## src/rtl/tone_pkg.sv

```systemverilog
// Shared definitions for the melody path: pitch codes, note frequencies,
// half-period table builder, sequencer states and the default song.
package tone_pkg;

  localparam int HP_W      = 22;
  localparam int NUM_PITCH = 16;
  localparam int ENTRY_W   = 8;

  localparam logic [3:0] P_REST = 4'd0;
  localparam logic [3:0] P_C4   = 4'd1;
  localparam logic [3:0] P_CS4  = 4'd2;
  localparam logic [3:0] P_D4   = 4'd3;
  localparam logic [3:0] P_DS4  = 4'd4;
  localparam logic [3:0] P_E4   = 4'd5;
  localparam logic [3:0] P_F4   = 4'd6;
  localparam logic [3:0] P_FS4  = 4'd7;
  localparam logic [3:0] P_G4   = 4'd8;
  localparam logic [3:0] P_GS4  = 4'd9;
  localparam logic [3:0] P_A4   = 4'd10;
  localparam logic [3:0] P_AS4  = 4'd11;
  localparam logic [3:0] P_B4   = 4'd12;
  localparam logic [3:0] P_C5   = 4'd13;
  localparam logic [3:0] P_D5   = 4'd14;
  localparam logic [3:0] P_E5   = 4'd15;

  typedef enum logic [1:0] {
    IDLE = 2'd0,
    LOAD = 2'd1,
    PLAY = 2'd2,
    GAP  = 2'd3
  } state_e;

  typedef struct packed {
    logic [3:0] pitch;
    logic [3:0] dur;
  } song_entry_t;

  // Equal-tempered note frequencies in millihertz, indexed by pitch code.
  localparam longint PITCH_MHZ [NUM_PITCH] = '{
    64'd0,
    64'd261626, 64'd277183, 64'd293665, 64'd311127,
    64'd329628, 64'd349228, 64'd369994, 64'd391995,
    64'd415305, 64'd440000, 64'd466164, 64'd493883,
    64'd523251, 64'd587330, 64'd659255
  };

  // half = round(clk / (2 f)) - 1, evaluated once at elaboration.
  function automatic logic [NUM_PITCH*HP_W-1:0] build_hp_table(input longint clk_hz);
    logic [NUM_PITCH*HP_W-1:0] tab;
    longint hp;
    tab = '0;
    for (int i = 1; i < NUM_PITCH; i++) begin
      hp = (clk_hz * 64'd1000 + PITCH_MHZ[i]) / (64'd2 * PITCH_MHZ[i]) - 64'd1;
      tab[i*HP_W +: HP_W] = hp[HP_W-1:0];
    end
    return tab;
  endfunction

  localparam int DEFAULT_LEN = 16;

  // Entry 15 is the leftmost byte; the song ends on the marker in entry 15.
  localparam logic [DEFAULT_LEN*ENTRY_W-1:0] DEFAULT_SONG = {
    P_REST, 4'd0,  P_REST, 4'd2,  P_C4, 4'd4,  P_E4, 4'd2,
    P_F4,   4'd2,  P_G4,   4'd2,  P_A4, 4'd2,  P_G4, 4'd2,
    P_REST, 4'd1,  P_G4,   4'd4,  P_F4, 4'd2,  P_E4, 4'd2,
    P_C4,   4'd2,  P_E4,   4'd2,  P_D4, 4'd2,  P_C4, 4'd2
  };

endpackage

```

## src/rtl/note_sequencer_if.sv

```systemverilog
// Control and tone-output bundle between a playback controller and the sequencer.
interface note_sequencer_if;

  // start/stop/loop_en are sampled on every rising clk edge with no ready
  // back-pressure; done is a one-cycle pulse, counter/mute/playing are levels.
  logic                     start;
  logic                     stop;
  logic                     loop_en;
  logic [tone_pkg::HP_W-1:0] counter;
  logic                     mute;
  logic                     playing;
  logic                     done;

  modport master (
    output start,
    output stop,
    output loop_en,
    input  counter,
    input  mute,
    input  playing,
    input  done
  );

  modport slave (
    input  start,
    input  stop,
    input  loop_en,
    output counter,
    output mute,
    output playing,
    output done
  );

endinterface

```

## src/rtl/pitch_rom.sv

```systemverilog
// Combinational pitch code to half-period lookup for the tone generator.
module pitch_rom
  import tone_pkg::*;
#(
    parameter int unsigned CLK_HZ = 100_000_000
) (
    input  logic [3:0]      code,
    output logic [HP_W-1:0] half_period
);

    localparam logic [NUM_PITCH*HP_W-1:0] HP_TABLE = build_hp_table(longint'(CLK_HZ));

    logic [HP_W-1:0] hp_tab [NUM_PITCH];

    for (genvar i = 0; i < NUM_PITCH; i++) begin : g_tab
        assign hp_tab[i] = HP_TABLE[i*HP_W +: HP_W];
    end

    assign half_period = hp_tab[code];

endmodule

```

## src/rtl/note_sequencer.sv

```systemverilog
// Steps through a song ROM, presenting each note's half-period to the tone
// generator for its duration, followed by a muted gap.
module note_sequencer
  import tone_pkg::*;
#(
    parameter int unsigned CLK_HZ   = 100_000_000,
    parameter int unsigned TICK_DIV = 12_500_000,
    parameter int unsigned GAP_CYC  = 1_000_000,
    parameter int unsigned SONG_LEN = 16,
    parameter logic [SONG_LEN*ENTRY_W-1:0] SONG_ROM = DEFAULT_SONG
) (
    input  logic                        clk,
    input  logic                        rst,
    note_sequencer_if.slave             bus,
    output state_e                      dbg_state,
    output logic [$clog2(SONG_LEN)-1:0] dbg_addr
);

    localparam int AW = $clog2(SONG_LEN);
    localparam int TW = (TICK_DIV > 1) ? $clog2(TICK_DIV) : 1;
    localparam int GW = (GAP_CYC > 1) ? $clog2(GAP_CYC) : 1;
    localparam logic [TW-1:0] TICK_LAST = TW'(TICK_DIV - 1);
    localparam logic [GW-1:0] GAP_LAST  = GW'(GAP_CYC - 1);
    localparam logic [AW-1:0] ADDR_LAST = AW'(SONG_LEN - 1);

    state_e          state_q, state_d;
    logic [AW-1:0]   addr_q, addr_d;
    logic [TW-1:0]   tick_q, tick_d;
    logic [3:0]      dur_q, dur_d;
    logic [GW-1:0]   gap_q, gap_d;
    logic [HP_W-1:0] counter_q, counter_d;
    logic            rest_q, rest_d;
    logic            done_q, done_d;
    logic            song_end;

    song_entry_t     song_rom [SONG_LEN];
    song_entry_t     entry;
    logic [HP_W-1:0] lookup_hp;

    for (genvar i = 0; i < SONG_LEN; i++) begin : g_rom
        assign song_rom[i] = song_entry_t'(SONG_ROM[i*ENTRY_W +: ENTRY_W]);
    end

    assign entry = song_rom[addr_q];

    pitch_rom #(
        .CLK_HZ(CLK_HZ)
    ) u_pitch_rom (
        .code       (entry.pitch),
        .half_period(lookup_hp)
    );

    always_ff @(posedge clk or posedge rst) begin
        if (rst) begin
            state_q   <= IDLE;
            addr_q    <= '0;
            tick_q    <= '0;
            dur_q     <= '0;
            gap_q     <= '0;
            counter_q <= '0;
            rest_q    <= 1'b0;
            done_q    <= 1'b0;
        end else begin
            state_q   <= state_d;
            addr_q    <= addr_d;
            tick_q    <= tick_d;
            dur_q     <= dur_d;
            gap_q     <= gap_d;
            counter_q <= counter_d;
            rest_q    <= rest_d;
            done_q    <= done_d;
        end
    end

    always_comb begin
        state_d   = state_q;
        addr_d    = addr_q;
        tick_d    = tick_q;
        dur_d     = dur_q;
        gap_d     = gap_q;
        counter_d = counter_q;
        rest_d    = rest_q;
        done_d    = 1'b0;
        song_end  = 1'b0;

        case (state_q)
            IDLE: begin
                if (bus.start) begin
                    state_d = LOAD;
                    addr_d  = '0;
                end
            end
            LOAD: begin
                if (entry.dur == 4'd0) begin
                    song_end = 1'b1;
                end else begin
                    state_d = PLAY;
                    dur_d   = entry.dur;
                    tick_d  = '0;
                    rest_d  = (entry.pitch == P_REST);
                    // A rest leaves the generator on its previous pitch; mute silences it.
                    if (entry.pitch != P_REST) begin
                        counter_d = lookup_hp;
                    end
                end
            end
            PLAY: begin
                if (tick_q == TICK_LAST) begin
                    tick_d = '0;
                    dur_d  = dur_q - 4'd1;
                    if (dur_q == 4'd1) begin
                        state_d = GAP;
                        gap_d   = '0;
                    end
                end else begin
                    tick_d = tick_q + 1'b1;
                end
            end
            GAP: begin
                if (gap_q == GAP_LAST) begin
                    addr_d = addr_q + 1'b1;
                    if (addr_q == ADDR_LAST) begin
                        song_end = 1'b1;
                    end else begin
                        state_d = LOAD;
                    end
                end else begin
                    gap_d = gap_q + 1'b1;
                end
            end
            default: state_d = IDLE;
        endcase

        if (song_end) begin
            if (bus.loop_en) begin
                state_d = LOAD;
                addr_d  = '0;
            end else begin
                state_d = IDLE;
                done_d  = 1'b1;
            end
        end

        // Stop wins over everything and must not disturb the presented pitch.
        if (bus.stop) begin
            state_d   = IDLE;
            addr_d    = addr_q;
            counter_d = counter_q;
            rest_d    = rest_q;
            done_d    = 1'b0;
        end
    end

    assign bus.counter = counter_q;
    assign bus.mute    = (state_q != PLAY) || rest_q;
    assign bus.playing = (state_q != IDLE);
    assign bus.done    = done_q;
    assign dbg_state   = state_q;
    assign dbg_addr    = addr_q;

endmodule

```

## src/flat_wrapper.sv

```systemverilog
// flat-port wrapper written by rule: the top's interface ports become plain ports
module note_sequencer_flat import tone_pkg::*;
#(
    parameter int unsigned CLK_HZ   = 100_000_000,
    parameter int unsigned TICK_DIV = 12_500_000,
    parameter int unsigned GAP_CYC  = 1_000_000,
    parameter int unsigned SONG_LEN = 16,
    parameter logic [SONG_LEN*ENTRY_W-1:0] SONG_ROM = DEFAULT_SONG
)
  (clk, rst, dbg_state, dbg_addr, bus_start, bus_stop, bus_loop_en, bus_counter, bus_mute, bus_playing, bus_done);
  note_sequencer_if bus_i ();
  input  logic clk;
  input  logic rst;
  output state_e dbg_state;
  output logic [$clog2(SONG_LEN)-1:0] dbg_addr;
  input wire logic [$bits(bus_i.start)-1:0] bus_start;
  input wire logic [$bits(bus_i.stop)-1:0] bus_stop;
  input wire logic [$bits(bus_i.loop_en)-1:0] bus_loop_en;
  output wire logic [$bits(bus_i.counter)-1:0] bus_counter;
  output wire logic [$bits(bus_i.mute)-1:0] bus_mute;
  output wire logic [$bits(bus_i.playing)-1:0] bus_playing;
  output wire logic [$bits(bus_i.done)-1:0] bus_done;
  assign bus_i.start = bus_start;
  assign bus_i.stop = bus_stop;
  assign bus_i.loop_en = bus_loop_en;
  assign bus_counter = bus_i.counter;
  assign bus_mute = bus_i.mute;
  assign bus_playing = bus_i.playing;
  assign bus_done = bus_i.done;
  note_sequencer #(.CLK_HZ(CLK_HZ), .TICK_DIV(TICK_DIV), .GAP_CYC(GAP_CYC), .SONG_LEN(SONG_LEN), .SONG_ROM(SONG_ROM)) u_core (.clk(clk), .rst(rst), .bus(bus_i), .dbg_state(dbg_state), .dbg_addr(dbg_addr));
endmodule
```

## config.mk

```make
export PLATFORM = sky130hd
export DESIGN_NAME = note_sequencer_flat
export DESIGN_NICKNAME = d
export VERILOG_FILES = /design/src/rtl/tone_pkg.sv /design/src/rtl/note_sequencer_if.sv /design/src/rtl/pitch_rom.sv /design/src/rtl/note_sequencer.sv /design/src/flat_wrapper.sv
export SDC_FILE = /design/constraint.sdc
export NUM_CORES = 1
export LEC_CHECK = 0
export CORE_UTILIZATION = 40
export DETAILED_ROUTE_END_ITERATION = 8
export HOLD_SLACK_MARGIN = 0.02
export PLACE_DENSITY = 0.59
export SLEW_MARGIN = 20
export SYNTH_ARGS = -nofsm -noshare
export SYNTH_HDL_FRONTEND = slang
export SYNTH_HIERARCHICAL = 1
export SYNTH_SLANG_ARGS = --single-unit
export TNS_END_PERCENT = 50
```

## constraint.sdc

```tcl
create_clock -name clk -period 2.9 [get_ports clk]
set_clock_uncertainty 0.05 [all_clocks]
set_input_delay 0.435 -clock clk [delete_from_list [all_inputs] [get_ports clk]]
set_output_delay 0.435 -clock clk [all_outputs]
set_load 0.005 [all_outputs]
```

After elaboration in Yosys (flattened, before gate mapping)
Memory sizes are Yosys's and may differ from the RTL's. A register that Yosys moved wholly into a read port is not among the register bits.
Index checks and enable logic that the tools add are counted.
- bits in read-only memories: 480
- bits in registers: 56
- input port bits: 5
- memories kept: 2
- logic and storage cells: 84
- $lt $le $gt $ge: 1
- add/subtract/negate cells: 4
- equal/unequal tests: 18
- mux-type cells: 34
- reductions and logical operators: 14
- bitwise operators: 4
- memories (memory ; words ; width ; read ports ; clocked after Yosys merged registers in ; wr ports ; RTL line ; text):
    (no name shown) ; 16 ; 22 ; 1 ; 1 ; 0 ; pitch_rom.sv:19 ; assign half_period = hp_tab[code];
    (no name shown) ; 16 ; 8 ; 1 ; 0 ; 0 ; note_sequencer.sv:44 ; assign entry = song_rom[addr_q];
- operators by type and width (cell ; number):
    $mux 20 ; 3
    $mux 24 ; 2
    $pmux 24 s2 ; 1
    $pmux 20 s2 ; 1
    $add 24x1->24 const B ; 1
    $eq 24x24->1 const B ; 1
    $mux 4 ; 6
    $add 20x1->20 const B ; 1
    $eq 20x20->1 const B ; 1
    $mux 2 ; 8
    $mux 8 ; 2
    $pmux 4 s2 ; 2
    $ne 4x2->1 const B ; 3
    $ne 4x3->1 const B ; 3
    $not 4->5 ; 2
    $logic_not 4->1 ; 2
    $pmux 2 s4 ; 1
    $reduce_and 4->1 ; 2
    $mux 1 ; 7
    $ne 2x2->1 const B ; 3
    $reduce_and 3->1 ; 2
    $reduce_and 6->1 ; 1
    $reduce_bool 2->1 ; 3
    $ge 5x5->1 const B ; 1
    other kinds (13) ; 16

Logic depth before layout (Yosys ltp)
- depth in word-level cells: 9
- depth in mapped cells: 10

By module
The synthesis kept the hierarchy.
- modules (own cells, without submodules) (module ; cells an instance ; area each (sq um) ; seq. area each (sq um) ; instances):
    note_sequencer ; 454 ; 4449.3 ; 1951.9 ; 1
    pitch_rom ; 68 ; 480.5 ; 0.0 ; 1

Least setup slack after synthesis
OpenSTA, ideal clock, no wires.
- kind: register to register
- from: register u_core.addr_q[1] (netlist: u_core/dbg_addr[1])
- to: register u_core.counter_q[7] (netlist: u_core/bus.counter[7])
- arrival time: 2553 ps
- clock period less this slack: 2728 ps
- path buffers: 0
- path slack: 172 ps
- cell stages (with the launch flop): 9
- cells stage by stage: dfrtp_1 -> inv_1 -> ha_1 -> inv_1 -> o22ai_1 -> inv_1 -> ha_1 -> mux4_2 -> mux2_2
- RTL lines (element ; RTL line ; text):
    from (decl) ; note_sequencer.sv:27 ; logic [AW-1:0] addr_q, addr_d;
    from (signal assigned) ; note_sequencer.sv:65 ; addr_q <= addr_d;
    to (decl) ; note_sequencer.sv:31 ; logic [HP_W-1:0] counter_q, counter_d;

==> results_dict.tcl <==
set metrics [dict create \
    final_nets 590 \
    ys.flop_type "dfrtp_1" \
    core_um2 12000 \
    rows 40 \
    setup_viol 0 \
    drc 0 \
    dp_cells 698 \
    drv_slew 0 \
    critPathRequiredTime_ns 3.06 \
    dp_hpwl_um 7810 \
    synthesis.area_um2 4930 \
    postCtsSetupBuffers 0 \
    worst_slack_ns 0.130 \
    start_util_pct 41.0 \
    drive_gt1_share_pct 11.7 \
    io_pins 36 \
    finalHoldViolCount 0 \
    grt_usage_pct 18.2 \
    clk_latency_ns 0.34 \
    maxCapViolations 0 \
    path_cells "inv_1 > ha_1 > mux4_2 > or4_1 > and4_1 > buf_4 > mux2_4" \
    holdCritPathClass "in -> async" \
    dr.pass1.iters 4 \
    numCtsBuffers 9 \
    ys.warnings.count 6 \
    viasPerCell 5.63 \
    fin_cells 712 \
    cp-start-kind "flop" \
    n_antenna_cell 0 \
    ctsResizeCount 0 \
    worstMarginPinSlew_ns 0.568 \
    globalplace.congestion 0.829 \
    path_clk_slew_ns 0.06 \
    rsz0062_at_grt "false" \
    fin_crit_ns 2.77 \
    cts.path.max_buffers 2 \
    holdBufCountCts 0 \
    ys_ff_latch 78 \
    worstPathArrival_ns 2.93 \
    routed-via-count 4009 \
    cp_max_fo 21 \
    grt_pass1_vias 3865 \
    end_kind "flop" \
    path_delay_family "multiplexers" \
    dp_slack_ns 0.157 \
    antenna_found_initial 0 \
    syn_inst 522 \
    crit_slowest_cell "or4_1" \
    drt-total-wl_um 10900 \
    cts_tree "done" \
    slowest_delay_ns 0.50 \
    maxSlewHeadroom_pct 61.9 \
    htreeDepth 3 \
    synth_edf_count 0 \
    grt_pass1_wl_um 18800 \
    io_buffer_count 35 \
    syn_avg_cell_area_um2 9.44 \
    critPathBufInv 2 \
    status "completed" \
    fin_crit_sh_pct 95.5 \
    die_w_um 113 \
    dieArea_um2 12800 \
    cts_root_buffer "clkbuf_16" \
    ys_async_sr_fraction_pct 100 \
    numClockSinks 78 \
    grt.overflow.total 0 \
    seq_area_frac_synth_pct 39.6 \
    vdd_drop_max_mv 0.340 \
    antenna_left 0 \
    critical_path_class "reg -> reg" \
    syn2layout_area_growth_pct 16.3 \
    grt_max_degree 48 \
    drtIter0Drc 202 \
    synth_cell_types 53 \
    drt-wirelength-per-cell_um 15.4 \
    p_total_mw 3.49 \
    max_freq_mhz 361 \
    setup_tns_ns 0 \
    nFillCells 1156 \
    power_leakage_nw 2.41 \
    dieHeight_um 113 \
    p_per_area_nw_per_um2 609 \
]
-- layout make-up --
type | count | area, µm² | share of cell area, %
Clock inverter | 1 | 30.0 | 0.524
Sequential cell | 78 | 1950 | 34.0
Clock buffer | 13 | 260 | 4.54
Inverter | 24 | 93.8 | 1.64
Tap cell | 147 | 184 | 3.21
Multi-Input combinational cell | 394 | 2700 | 47.1
Timing Repair Buffer | 55 | 513 | 8.94
-- report_power, final --
part	internal, mW	total [mW]	switching (mW)
clock	0.705	1.12	0.416
sequential	1.18	1.27	0.0865
combinational	0.465	1.10	0.639
-- registers in the layout (all words and copies together) (netlist names) --
signal / flops
u_core/rest_q: 1
u_core/gap_q: 20
u_core/dbg_state: 2
u_core/dur_q: 4
u_core/tick_q: 24
u_core/bus.counter: 22
u_core/dbg_addr: 4
u_core/bus.done: 1
-- final timing paths --
kind                            cells after the start                     end             startpoint  slack (ns)
worst min-delay path                                2  u_core/bus.counter[19]                    rst        0.42
worst min register to register                      1   u_core/bus.counter[2]  u_core/bus.counter[2]        0.46
min in group clk                                    1   u_core/bus.counter[2]  u_core/bus.counter[2]        0.46
worst max-delay path                                7   u_core/bus.counter[6]     u_core/dbg_addr[0]        0.13
worst max register to register                      7   u_core/bus.counter[6]     u_core/dbg_addr[0]        0.13
max in group asynchronous                           3       u_core/tick_q[13]                    rst        1.74
-- per-layer routing --
layer	part of all wire [%]	wire, µm	track usage (%)
met1	47	5140	23.7
met2	48	5260	30.3
met3	3.6	394	3.64
met4	1.3	146	5.96
met5	0	0	0
-- layout by cell type, fill, tap and decap left out, drive strengths merged, types with 13 or more instances in the layout --
cell type,count
dfrtp,78
nor2,55
o21ai,41
clkdlybuf4s50,35
nand2,33
nand3,29
mux2,24
ha,23
inv,23
nand4,20
buf,20
nor3,18
a21oi,18
xnor2,15
clkbuf,13
-- metrics by stage --
stage | area (µm²) | utilization [%] | hold slack, ns
global route | 5740 | 47.8 | 0.469
finish | 5740 | 47.8 | 0.421
global placement | 5450 | 45.3 | 0.433
CTS | 5740 | 47.8 | 0.434
floorplan | 4940 | - | 0.404
detailed placement | 5450 | 45.3 | 0.453
-- worst reg2reg max path: stages (launching register included) --
cell,delay [ns]
dfrtp_1,0.44
inv_1,0.12
ha_1,0.27
mux4_2,0.47
or4_1,0.50
and4_1,0.21
buf_4,0.23
mux2_4,0.34
-- cell families after synthesis --
group	count (synthesis)	share of synthesized area (%)
XOR/XNOR	26	4.62
adder cells (fa/ha/maj)	23	5.84
multiplexers	36	10.2
flip-flops	78	39.6
AO/OA/AOI/OAI	88	10.9
AND/OR/NAND/NOR	217	22.9
buffers and inverters	53	5.81
other	1	0.0761
-- Yosys cell counts, types with 2 or more instances --
| cell | number | area [µm²] |
|---|---|---|
| nand2_1 | 33 | 124 |
| xnor2_1 | 15 | 131 |
| nand2b_1 | 3 | 18.8 |
| buf_4 | 6 | 45.0 |
| o211ai_1 | 3 | 22.5 |
| nand3_1 | 29 | 145 |
| a22o_1 | 2 | 17.5 |
| or3_1 | 9 | 56.3 |
| mux2i_1 | 9 | 90.1 |
| ha_1 | 23 | 288 |
| mux4_2 | 2 | 45.0 |
| nor3b_1 | 3 | 22.5 |
| mux2_4 | 19 | 285 |
| dfrtp_1 | 78 | 1950 |
| and3_1 | 7 | 43.8 |
| inv_2 | 2 | 7.51 |
| nor4b_1 | 5 | 43.8 |
| nor2_1 | 55 | 206 |
| buf_12 | 2 | 40.0 |
| clkbuf_1 | 12 | 45.0 |
| nor4bb_1 | 2 | 20.0 |
| buf_6 | 3 | 33.8 |
| buf_2 | 6 | 30.0 |
| nand4_1 | 20 | 125 |
| nor2b_1 | 7 | 43.8 |
| o41ai_1 | 3 | 26.3 |
| nor4_1 | 8 | 50.1 |
| a31oi_1 | 2 | 12.5 |
| and4_1 | 8 | 70.1 |
| or4_1 | 2 | 15.0 |
| o31ai_1 | 8 | 60.1 |
| xor2_1 | 11 | 96.3 |
| inv_1 | 21 | 78.8 |
| and2_1 | 4 | 25.0 |
| or2_2 | 2 | 12.5 |
| a211o_1 | 4 | 35.0 |
| nor3_1 | 18 | 90.1 |
| mux2_2 | 5 | 56.3 |
| o21ai_1 | 2 | 10.0 |
| o21ai_0 | 39 | 195 |
| a21oi_1 | 18 | 90.1 |
(Power assumes the default switching activity.)
